File: config.mk
export PLATFORM = sky130hd
export DESIGN_NAME = pulse_burst_gen_flat
export DESIGN_NICKNAME = d
export VERILOG_FILES = /design/src/rtl/pbg_pkg.sv /design/src/rtl/pulse_burst_gen_if.sv /design/src/rtl/pulse_burst_gen_interval_timer.sv /design/src/rtl/pulse_burst_gen.sv /design/src/flat_wrapper.sv
export SDC_FILE = /design/constraint.sdc
export NUM_CORES = 1
export LEC_CHECK = 0
export CAP_MARGIN = 15
export CORE_ASPECT_RATIO = 1.4
export CORE_MARGIN = 1.5
export CORE_UTILIZATION = 55
export CTS_BUF_LIST = sky130_fd_sc_hd__clkbuf_8 sky130_fd_sc_hd__clkbuf_16
export CTS_CLUSTER_DIAMETER = 200
export DETAILED_ROUTE_END_ITERATION = 10
export DONT_BUFFER_PORTS = 1
export PLACE_DENSITY_LB_ADDON = 0.12
export SYNTH_ARGS = -nofsm -noshare
export SYNTH_HDL_FRONTEND = slang
export SYNTH_HIERARCHICAL = 1
export SYNTH_SLANG_ARGS = --single-unit
File: constraint.sdc
create_clock -name clk -period 3.36 [get_ports clk]
set_input_delay 0.504 -clock clk [delete_from_list [all_inputs] [get_ports clk]]
set_output_delay 0.504 -clock clk [all_outputs]
set_load 0.02 [all_outputs]
File: src/rtl/pbg_pkg.sv
// Shared types and helpers for the pulse burst generator.
package pbg_pkg;

  typedef enum logic [1:0] {
    IDLE = 2'd0,
    HIGH = 2'd1,
    LOW  = 2'd2,
    DONE = 2'd3
  } pbg_state_t;

  // Width that holds the longer phase length (and therefore any reload value).
  function automatic int timer_width(input int high_cycles, input int low_cycles);
    int longest;
    longest = (high_cycles > low_cycles) ? high_cycles : low_cycles;
    return $clog2(longest + 1);
  endfunction

endpackage

File: src/rtl/pulse_burst_gen_if.sv
// Control/status bundle between a burst requester and the pulse burst generator.
// Handshake: start is a level; a burst is accepted on any rising clk edge where
// start=1 and busy=0 (count is sampled on that edge only); done strobes one cycle
// when the burst has finished; start/count are ignored while busy=1.
interface pulse_burst_gen_if
  import pbg_pkg::*;
#(
  parameter int COUNT_W = 4
);
  logic               start;
  logic [COUNT_W-1:0] count;
  logic               pulse_out;
  logic               busy;
  logic               done;
  logic [COUNT_W-1:0] remaining;
  pbg_state_t         state;

  modport master (
    output start, count,
    input  pulse_out, busy, done, remaining, state
  );

  modport slave (
    input  start, count,
    output pulse_out, busy, done, remaining, state
  );
endinterface

File: src/rtl/pulse_burst_gen_interval_timer.sv
// Loadable down-counter; expire is high while the count sits at zero.
module interval_timer #(
  parameter int W = 4
) (
  input  logic         clk,
  input  logic         rst,
  input  logic         load,
  input  logic [W-1:0] load_value,
  output logic [W-1:0] value,
  output logic         expire
);

  always_ff @(posedge clk or posedge rst) begin
    if (rst) begin
      value <= '0;
    end else if (load) begin
      value <= load_value;
    end else if (value != '0) begin
      value <= value - W'(1);
    end
  end

  assign expire = (value == '0);

endmodule

File: src/rtl/pulse_burst_gen.sv
// Emits a burst of count fixed-width pulses; busy covers the burst, done strobes after.
module pulse_burst_gen
  import pbg_pkg::*;
#(
  parameter int HIGH_CYCLES = 2500000,
  parameter int LOW_CYCLES  = 2500000,
  parameter int COUNT_W     = 4
) (
  input  logic             clk,
  input  logic             rst,
  pulse_burst_gen_if.slave bus
);

  localparam int TW = timer_width(HIGH_CYCLES, LOW_CYCLES);
  // Phases last load+1 cycles because the timer expires on reaching zero.
  localparam logic [TW-1:0] HIGH_LOAD = TW'(HIGH_CYCLES - 1);
  localparam logic [TW-1:0] LOW_LOAD  = TW'(LOW_CYCLES - 1);

  pbg_state_t         state, state_n;
  logic [COUNT_W-1:0] remaining, remaining_n;
  logic               pulse_q, busy_q, done_q;
  logic               tmr_load;
  logic [TW-1:0]      tmr_load_value;
  logic [TW-1:0]      tmr_value;
  logic               tmr_expire;

  interval_timer #(.W(TW)) u_timer (
    .clk        (clk),
    .rst        (rst),
    .load       (tmr_load),
    .load_value (tmr_load_value),
    .value      (tmr_value),
    .expire     (tmr_expire)
  );

  always_ff @(posedge clk or posedge rst) begin
    if (rst) begin
      state     <= IDLE;
      remaining <= '0;
      pulse_q   <= 1'b0;
      busy_q    <= 1'b0;
      done_q    <= 1'b0;
    end else begin
      state     <= state_n;
      remaining <= remaining_n;
      pulse_q   <= (state_n == HIGH);
      busy_q    <= (state_n == HIGH) || (state_n == LOW);
      done_q    <= (state_n == DONE);
    end
  end

  always_comb begin
    state_n        = state;
    remaining_n    = remaining;
    tmr_load       = 1'b0;
    tmr_load_value = '0;
    case (state)
      IDLE, DONE: begin
        state_n = IDLE;
        if (bus.start) begin
          if (bus.count != '0) begin
            state_n        = HIGH;
            remaining_n    = bus.count;
            tmr_load       = 1'b1;
            tmr_load_value = HIGH_LOAD;
          end else begin
            state_n = DONE;
          end
        end
      end
      HIGH: begin
        if (tmr_expire) begin
          state_n        = LOW;
          tmr_load       = 1'b1;
          tmr_load_value = LOW_LOAD;
        end
      end
      LOW: begin
        if (tmr_expire) begin
          remaining_n = remaining - COUNT_W'(1);
          if (remaining == COUNT_W'(1)) begin
            state_n = DONE;
          end else begin
            state_n        = HIGH;
            tmr_load       = 1'b1;
            tmr_load_value = HIGH_LOAD;
          end
        end
      end
      default: state_n = IDLE;
    endcase
  end

  assign bus.pulse_out = pulse_q;
  assign bus.busy      = busy_q;
  assign bus.done      = done_q;
  assign bus.remaining = remaining;
  assign bus.state     = state;

  // tmr_value is only observed through expire inside the FSM.
  logic unused_tmr;
  assign unused_tmr = ^tmr_value;

endmodule

File: src/flat_wrapper.sv
// flat-port wrapper written by rule: the top's interface ports become plain ports
module pulse_burst_gen_flat import pbg_pkg::*;
#(
  parameter int HIGH_CYCLES = 2500000,
  parameter int LOW_CYCLES  = 2500000,
  parameter int COUNT_W     = 4
)
  (clk, rst, bus_start, bus_count, bus_pulse_out, bus_busy, bus_done, bus_remaining, bus_state);
  pulse_burst_gen_if #(.COUNT_W(COUNT_W)) bus_i ();
  input  logic clk;
  input  logic rst;
  input wire logic [$bits(bus_i.start)-1:0] bus_start;
  input wire logic [$bits(bus_i.count)-1:0] bus_count;
  output wire logic [$bits(bus_i.pulse_out)-1:0] bus_pulse_out;
  output wire logic [$bits(bus_i.busy)-1:0] bus_busy;
  output wire logic [$bits(bus_i.done)-1:0] bus_done;
  output wire logic [$bits(bus_i.remaining)-1:0] bus_remaining;
  output wire logic [$bits(bus_i.state)-1:0] bus_state;
  assign bus_i.start = bus_start;
  assign bus_i.count = bus_count;
  assign bus_pulse_out = bus_i.pulse_out;
  assign bus_busy = bus_i.busy;
  assign bus_done = bus_i.done;
  assign bus_remaining = bus_i.remaining;
  assign bus_state = bus_i.state;
  pulse_burst_gen #(.HIGH_CYCLES(HIGH_CYCLES), .LOW_CYCLES(LOW_CYCLES), .COUNT_W(COUNT_W)) u_core (.clk(clk), .rst(rst), .bus(bus_i));
endmodule
---- Yosys cells after proc, flatten, opt, wreduce, memory -nomap -nowiden ----
Cells that the tools add are included.
W data, S select, Z words.
word-level totals
  register bits after elaboration ......... 31
  latch bits .............................. 0
  memory bits (writable) .................. 0
  ROM bits ................................ 0
  input bits .............................. 7
  output and inout bits ................... 9
  memories ................................ 0
cells by class
  $add $sub $neg .......................... 2
  $mul .................................... 0
  divide/modulo/power cells ............... 0
  $lt $le $gt $ge ......................... 0
  equal/unequal tests ..................... 10
  shift-type cells ........................ 0
  multiplexer cells ....................... 24
  bitwise operators ....................... 0
  reductions and logical operators ........ 9
operator list
  operator                 count
  $mux W22                 7
  $pmux W22 S3             1
  $logic_not A22 Y1        1
  $reduce_bool A22 Y1      1
  $sub A22 B1 Y22 const B  1
  $mux W4                  3
  $mux W2                  5
  $eq A2 B2 Y1 const B     4
  $pmux W4 S2              1
  $pmux W2 S3              1
  $mux W1                  5
  $eq A2 B1 Y1 const B     2
  $eq A4 B1 Y1 const B     1
  $ne A2 B1 Y1 const B     2
  $reduce_and A4 Y1        1
  $reduce_bool A2 Y1       2
  $reduce_bool A4 Y1       1
  $sub A4 B1 Y4 const B    1
  $pmux W1 S3              1
  $logic_not A2 Y1         1
  $ne A2 B2 Y1 const B     1
  $reduce_or A2 Y1         1
  $logic_or A1 B1 Y1       1

---- Longest topological paths before layout ----
Gate-level depths: netlist of run 1.
  depth after elaboration ................. 6
  mapped depth ............................ 12
  depth with buffers taken out ............ 10

---- Cells and area by module ----
The synthesis of run 1 kept the hierarchy.
by module, submodules not included
  module           times used  cells an instance  area each (sq um)  seq. area each (sq um)
  interval_timer   1           160                1435.1             550.5
  pulse_burst_gen  1           86                 744.5              225.2

---- Worst setup path before layout of run 1 ----
OpenSTA, ideal clock, no wires.
  path kind ............................... reg2reg
  start ................................... reg u_core.u_timer.value[2]
  end ..................................... reg u_core.u_timer.value[10]
  arrival time ............................ 3272 ps
  data required time ...................... 3265 ps
  slack ................................... -8 ps
  stages on the path, launching flop included .. 12
  buffers on the path ..................... 4
  period minus slack after synthesis ...... 3368 ps
  path through ............................ dfrtp_1 -> buf_4 -> nor4_4 -> nand4_1 -> nor3_1 -> nand2b_1 -> o21ai_0 -> clkbuf_1 -> clkbuf_1 -> clkbuf_1 -> nand2_1 -> o31ai_1
on the way
  cells in the longest elaborated chain, start to end .. 4
  elaborated cells on any way between the ends .. 12
  classes of those cells .................. add/sub (1); mux (8); reduce/logical (3)
RTL lines
  what                                            RTL line                                      text
  start: declaration                              pulse_burst_gen_interval_timer.sv:9           output logic [W-1:0] value,
  start signal: assignment                        pulse_burst_gen_interval_timer.sv:17          value <= load_value;
  start signal: assignment                        pulse_burst_gen_interval_timer.sv:19          value <= value - W'(1);
  $logic_not A22 Y1 *                             pulse_burst_gen_interval_timer.sv:23          assign expire = (value == '0);
  named net u_core.tmr_expire                     pulse_burst_gen.sv:25                         logic tmr_expire;
  $mux W1, on equally long branches               pulse_burst_gen.sv:79, pulse_burst_gen.sv:72
  $pmux W1 S3 *                                   pulse_burst_gen.sv:57                         case (state)
  named net u_core.tmr_load                       pulse_burst_gen.sv:22                         logic tmr_load;
  $mux W22 or $reduce_bool A2 Y1 (tied branches)  -
Mark *: on every way through the listed nets, which the timed path passes. The rest lies on a longest branch. The select of a mux whose other input is x is not followed.
A chain may end at the register's enable or synchronous reset.

---- Worst setup path in the final report of run 1 ----
  start ................................... reg u_core.u_timer.value[17]
  end ..................................... reg u_core.u_timer.value[11]
The elaborated chain is that of the path after synthesis.

==> results of run 1 <==
[per-layer routing]
metal | GRT usage | share of wire | vias to the layer above
met1 | 0.290 | 0.40 | 894
met3 | 0.0467 | 0.041 | 16
met4 | 0.126 | 0.036 | 0
met2 | 0.424 | 0.52 | 52
li1 | - | - | 934
met5 | 0 | 0 | -
[path summary, 6_finish.rpt]
check                      depth (start not counted)                     start                       end  slack (ps)
max                                                9  u_core/u_timer/value[17]  u_core/u_timer/value[11]         560
min                                                1                       rst           u_core/bus.busy          80
max reg2reg                                        9  u_core/u_timer/value[17]  u_core/u_timer/value[11]         560
min reg2reg                                        1   u_core/u_timer/value[8]   u_core/u_timer/value[8]         560
max in group asynchronous                          1                       rst   u_core/u_timer/value[3]        2540
min in group clk                                   2              bus_count[1]   u_core/bus.remaining[1]         440
[state kept, by name (all words and copies together) (netlist names)]
signal	cells
u_core/bus.busy	1
u_core/u_timer/value	22
u_core/bus.remaining	4
u_core/bus.done	1
u_core/bus.pulse_out	1
u_core/bus.state	2
[placed cells by master, fill, tap and decap left out, drive strengths merged, types with 10 or more instances in the layout]
master  instances
nor2           23
nand2          19
o21ai          11
dfrtp          31
conb           10
o31ai          10
nor3           12
inv            13
[critical path, delay by kind of cell, from the launching register on]
kind,cells,cell delay (ps)
simple gates,4,1190
buf+inv,2,590
flops,1,420
compound gates,3,450
[final cells by class]
cell class / instances / area [um^2]
Tap cell: 42 / 52.6
Multi-Input combinational cell: 197 / 1290
Clock inverter: 1 / 5.00
Sequential cell: 31 / 776
Clock buffer: 6 / 82.6
Fill cell: 351 / 1400
Inverter: 14 / 52.6
Timing Repair Buffer: 6 / 45.0
[stage by stage]
stage / power (mW) / hold WS (ps) / std cells / utilization
floorplan: 0.414 / 332 / 255 / -
global placement: 0.420 / 385 / 290 / 0.598
detailed placement: 0.421 / 391 / 290 / 0.598
CTS: 0.717 / 88.8 / 297 / 0.622
global route: 0.734 / 102 / 297 / 0.622
finish: 0.704 / 83.0 / 297 / 0.622
[power breakdown]
part / total (mW) / switching (mW) / internal (mW) / leakage [nW]
registers: 0.390 / 0.0103 / 0.380 / 0.337
logic: 0.0234 / 0.0149 / 0.00853 / 0.501
clock network: 0.290 / 0.130 / 0.160 / 0.0470
total: 0.704 / 0.155 / 0.549 / 0.885
[logic make-up after synthesis]
logic type	share of synthesized area
other	0.00172
adders and majority gates	0.0344
and+or+nand+nor	0.276
muxes	0.0230
DFF	0.356
buffers and inverters	0.0683
AOI/OAI and AO/OA	0.217
xor gates and xnor gates	0.0241
==> out/results.ini, run 1 <==
[route]
vias=1896
via_per_inst=6.38
wl_per_cell_um=16.2
drt_iter0_markers=59
wl_um=4820
final_antenna_net_count=0
first_pass_iters=4
drc=0

[outcome]
status=complete, no violations

[synth]
synth_cell_types=58
synth_edf_count=0
ys_ff_latch=31
syn_inst=246
synth_top_cell_by_area=dfrtp_1
synth.most_common_cell=dfrtp_1
synth_top_area_share=0.356
yosysSeqAreaShare=0.356
synth.cell_area_um2=2180
syn_area_per_cell_um2=8.86
synth-warning-count=6
yosys-top-cells-count=31 x dfrtp_1, 23 x nor2_1, 19 x nand2_1
yosys-top-cells-area=dfrtp_1 36%, nor2_1 4.0%, ha_1 3.4%, o31ai_1 3.4%, nand2_1 3.3%
ys.flop_type=dfrtp_1
ys_async_sr_fraction=1.00

[timing]
drv_slew=0
hold_viol_final=0
fin_tns_setup_ps=0
final-setup-viol-count=0
fin_skew_ps=6.07
max_freq_mhz=357
rsz0062_at_grt=false
timing.final.ws_setup_ps=562
slew_headroom=0.429
finalCritPeriodShare=0.833
fin_crit_ps=2800
worstMarginPinSlew_ps=856

[setup_path]
cp_slowest_cell=nor4_1
cp_max_fo=11
cp-start-kind=flip-flop
slowest_delay_ps=470
worst_setup_path_end_kind=flip-flop
crit_type=reg2reg
crit_chain=nor4_1, nand2_1, nor3_1, nand2b_1, o21ai_2, clkinv_1, buf_4, a31oi_1, o41ai_1
required_ps=3500
worst_ep_arrival_time_ps=2940

[cts]
clock-sinks=31
insertion_delay_ps=280
clockBufferDepth=2
post_cts_buffers=0
htreeDepth=2
cts_tree=done
clk_pin_slew_ps=60
cts_hold_buf=0
clockRootBuffer=clkbuf_8
cts-resized-gates=0
cts_buffers=5

[placement]
place_ws_ps=615
port_buffers=0
dp_hpwl_um=3530
placed_area_um2=2220
gp_congestion=0.849

[final_layout]
area_growth_syn_to_layout_pct=5.80
num_antenna_cells=0
fin_area_um2=2310
final_nets=268
drive_above_1_share=0.110

[floorplanning]
start_util=0.588
io_pins=16
std_cell_rows=26
die_w_um=56.2
dieHeight_um=77.5
dieArea_um2=4360
core_area_um2=3710

[power_and_ir_drop]
pwr_density_cell_nw_per_um2=305
ir_drop_mv=0.296
p_leak_nw=0.885

[hold_path]
min-delay-path-class=in2async

[global_routing]
grt.overflow.total=0
grt_usage=0.247
antenna_found_initial=0
grt_pass1_vias=1894
grt_pass1_wl_um=8540
grt_max_degree=46

[job]
drv_cap=0

Note: power is estimated with default switching activity, not from simulation.
==> run 2: changes to the inputs <==
Clock period 3.36 ns to 2.6 ns, I/O delays scaled along.
==> out/results.ini, run 2 (synthesis gave the netlist of run 1 again) <==
[route]
final_antenna_net_count=0
first_pass_iters=4
via_per_inst=6.17
drt_iter0_markers=153
drc=0
vias=1907
wl_um=4810
wl_per_cell_um=15.6

[cts]
cts_buffers=5
clockRootBuffer=clkbuf_8
clock-sinks=31
clockBufferDepth=2
htreeDepth=2
post_cts_buffers=0
cts_tree=done
clk_pin_slew_ps=60
insertion_delay_ps=280

[floorplanning]
start_util=0.588
dieArea_um2=4360
std_cell_rows=26
io_pins=16
dieHeight_um=77.5
core_area_um2=3710
die_w_um=56.2

[final_layout]
drive_above_1_share=0.150
seq_area_um2=776
num_antenna_cells=0
multi_input_area_um2=1310
area_growth_syn_to_layout_pct=10.8
layout_commonest_cell=dfrtp_1
final_nets=281
regMostFlops=u_core/u_timer/value
n_fill_cell=331
top_regs=u_core/u_timer/value: 22 flops, u_core/bus.remaining: 4 flops, u_core/bus.state: 2 flops
largest_reg_flops=22
layout_common_cells=31 x dfrtp_1, 23 x nor2_1, 19 x nand2_1

[power_and_ir_drop]
ir_drop_mv=0.285
p_leak_nw=0.949
pwr_density_cell_nw_per_um2=361

[timing]
hold_viol_final=0
max_freq_mhz=415
worstMarginPinSlew_ps=857
timing.final.ws_setup_ps=189
fin_skew_ps=3.43
drv_slew=0
rsz0062_at_grt=false
finalCritPeriodShare=0.927
fin_tns_setup_ps=0
fin_crit_ps=2410
slew_headroom=0.428
final-setup-viol-count=0

[setup_path]
crit_family=simple AND/OR/NAND/NOR gates
cp_max_fo=11
critPathBufInv=2
worst_ep_arrival_time_ps=2590
worst_setup_path_end_kind=flip-flop
regToRegSetupSlack_ps=190
required_ps=2770
crit_type=reg2reg
cp-start-kind=flip-flop
slowest_delay_ps=450
cp_slowest_cell=dfrtp_1
crit_chain=nor4_4, nand4_1, nor3_2, buf_4, o22ai_1, a311oi_2, nor2_1, ha_1, inv_1

[hold_path]
min-delay-path-class=in2async

[global_routing]
antenna_found_initial=0
grt_pass1_wl_um=8220
grt_usage=0.240
grt.overflow.total=0
grt_max_degree=23
grt_pass1_vias=1835

[outcome]
status=complete, no violations

[job]
drv_cap=0

[placement]
place_ws_ps=90.7
gp_congestion=0.886
port_buffers=0
dp_hpwl_um=3510

-- run 2: cell count changes in the layout (fill, tap and decap cells not counted), sizes merged --
cell	before	now
buf	6	18
clkinv	2	0
dlygate4sd3	0	1
clkbuf	6	5
inv	13	15
-- run 2: report_power, final --
| group | internal, mW | switching (mW) | leakage, nW |
|---|---|---|---|
| clock | 0.174 | 0.161 | 0.0413 |
| combinational | 0.0120 | 0.0186 | 0.571 |
| sequential | 0.491 | 0.0142 | 0.337 |
| total | 0.677 | 0.194 | 0.949 |
-- run 2: timing repair --
item / in CTS / in global routing
resized for setup: 0 / 1
endpoints found under the setup margin: 0 / 5
hold buffers: 1 / 0
hold endpoints to repair: 9 / 0
-- run 2: final cells by class --
class	count	share of cell area
clock inverters	1	0.00155
repair buffers	19	0.0601
inverters	14	0.0228
well taps	42	0.0218
multi-input cells	197	0.544
clock buffers	5	0.0285
flip-flops and latches	31	0.321
-- run 2: metrics by stage --
| stage | std cells | util | total power [mW] | hold slack, ps | area (um^2) |
|---|---|---|---|---|---|
| floorplan | 255 | - | 0.537 | 218 | 2240 |
| global placement | 302 | 0.629 | 0.543 | 271 | 2330 |
| detailed placement | 302 | 0.629 | 0.545 | 272 | 2330 |
| CTS | 309 | 0.651 | 0.883 | 214 | 2410 |
| global route | 309 | 0.651 | 0.910 | 260 | 2410 |
| finish | 309 | 0.651 | 0.871 | 173 | 2410 |
-- run 2: worst paths after layout --
check / start / end / cells after the start
max: u_core/u_timer/value[6] / u_core/bus.busy / 9
min: rst / u_core/u_timer/value[12] / 1
max reg2reg: u_core/u_timer/value[6] / u_core/bus.busy / 9
min reg2reg: u_core/u_timer/value[11] / u_core/u_timer/value[11] / 1
max in group asynchronous: rst / u_core/bus.remaining[2] / 2
min in group clk: bus_count[1] / u_core/bus.remaining[1] / 2
-- run 2: metal layers --
| metal | share of wire | GRT usage | vias up |
|---|---|---|---|
| li1 | - | - | 959 |
| met1 | 0.43 | 0.283 | 899 |
| met2 | 0.50 | 0.416 | 40 |
| met3 | 0.037 | 0.0450 | 9 |
| met4 | 0.027 | 0.110 | 0 |
| met5 | 0 | 0 | - |
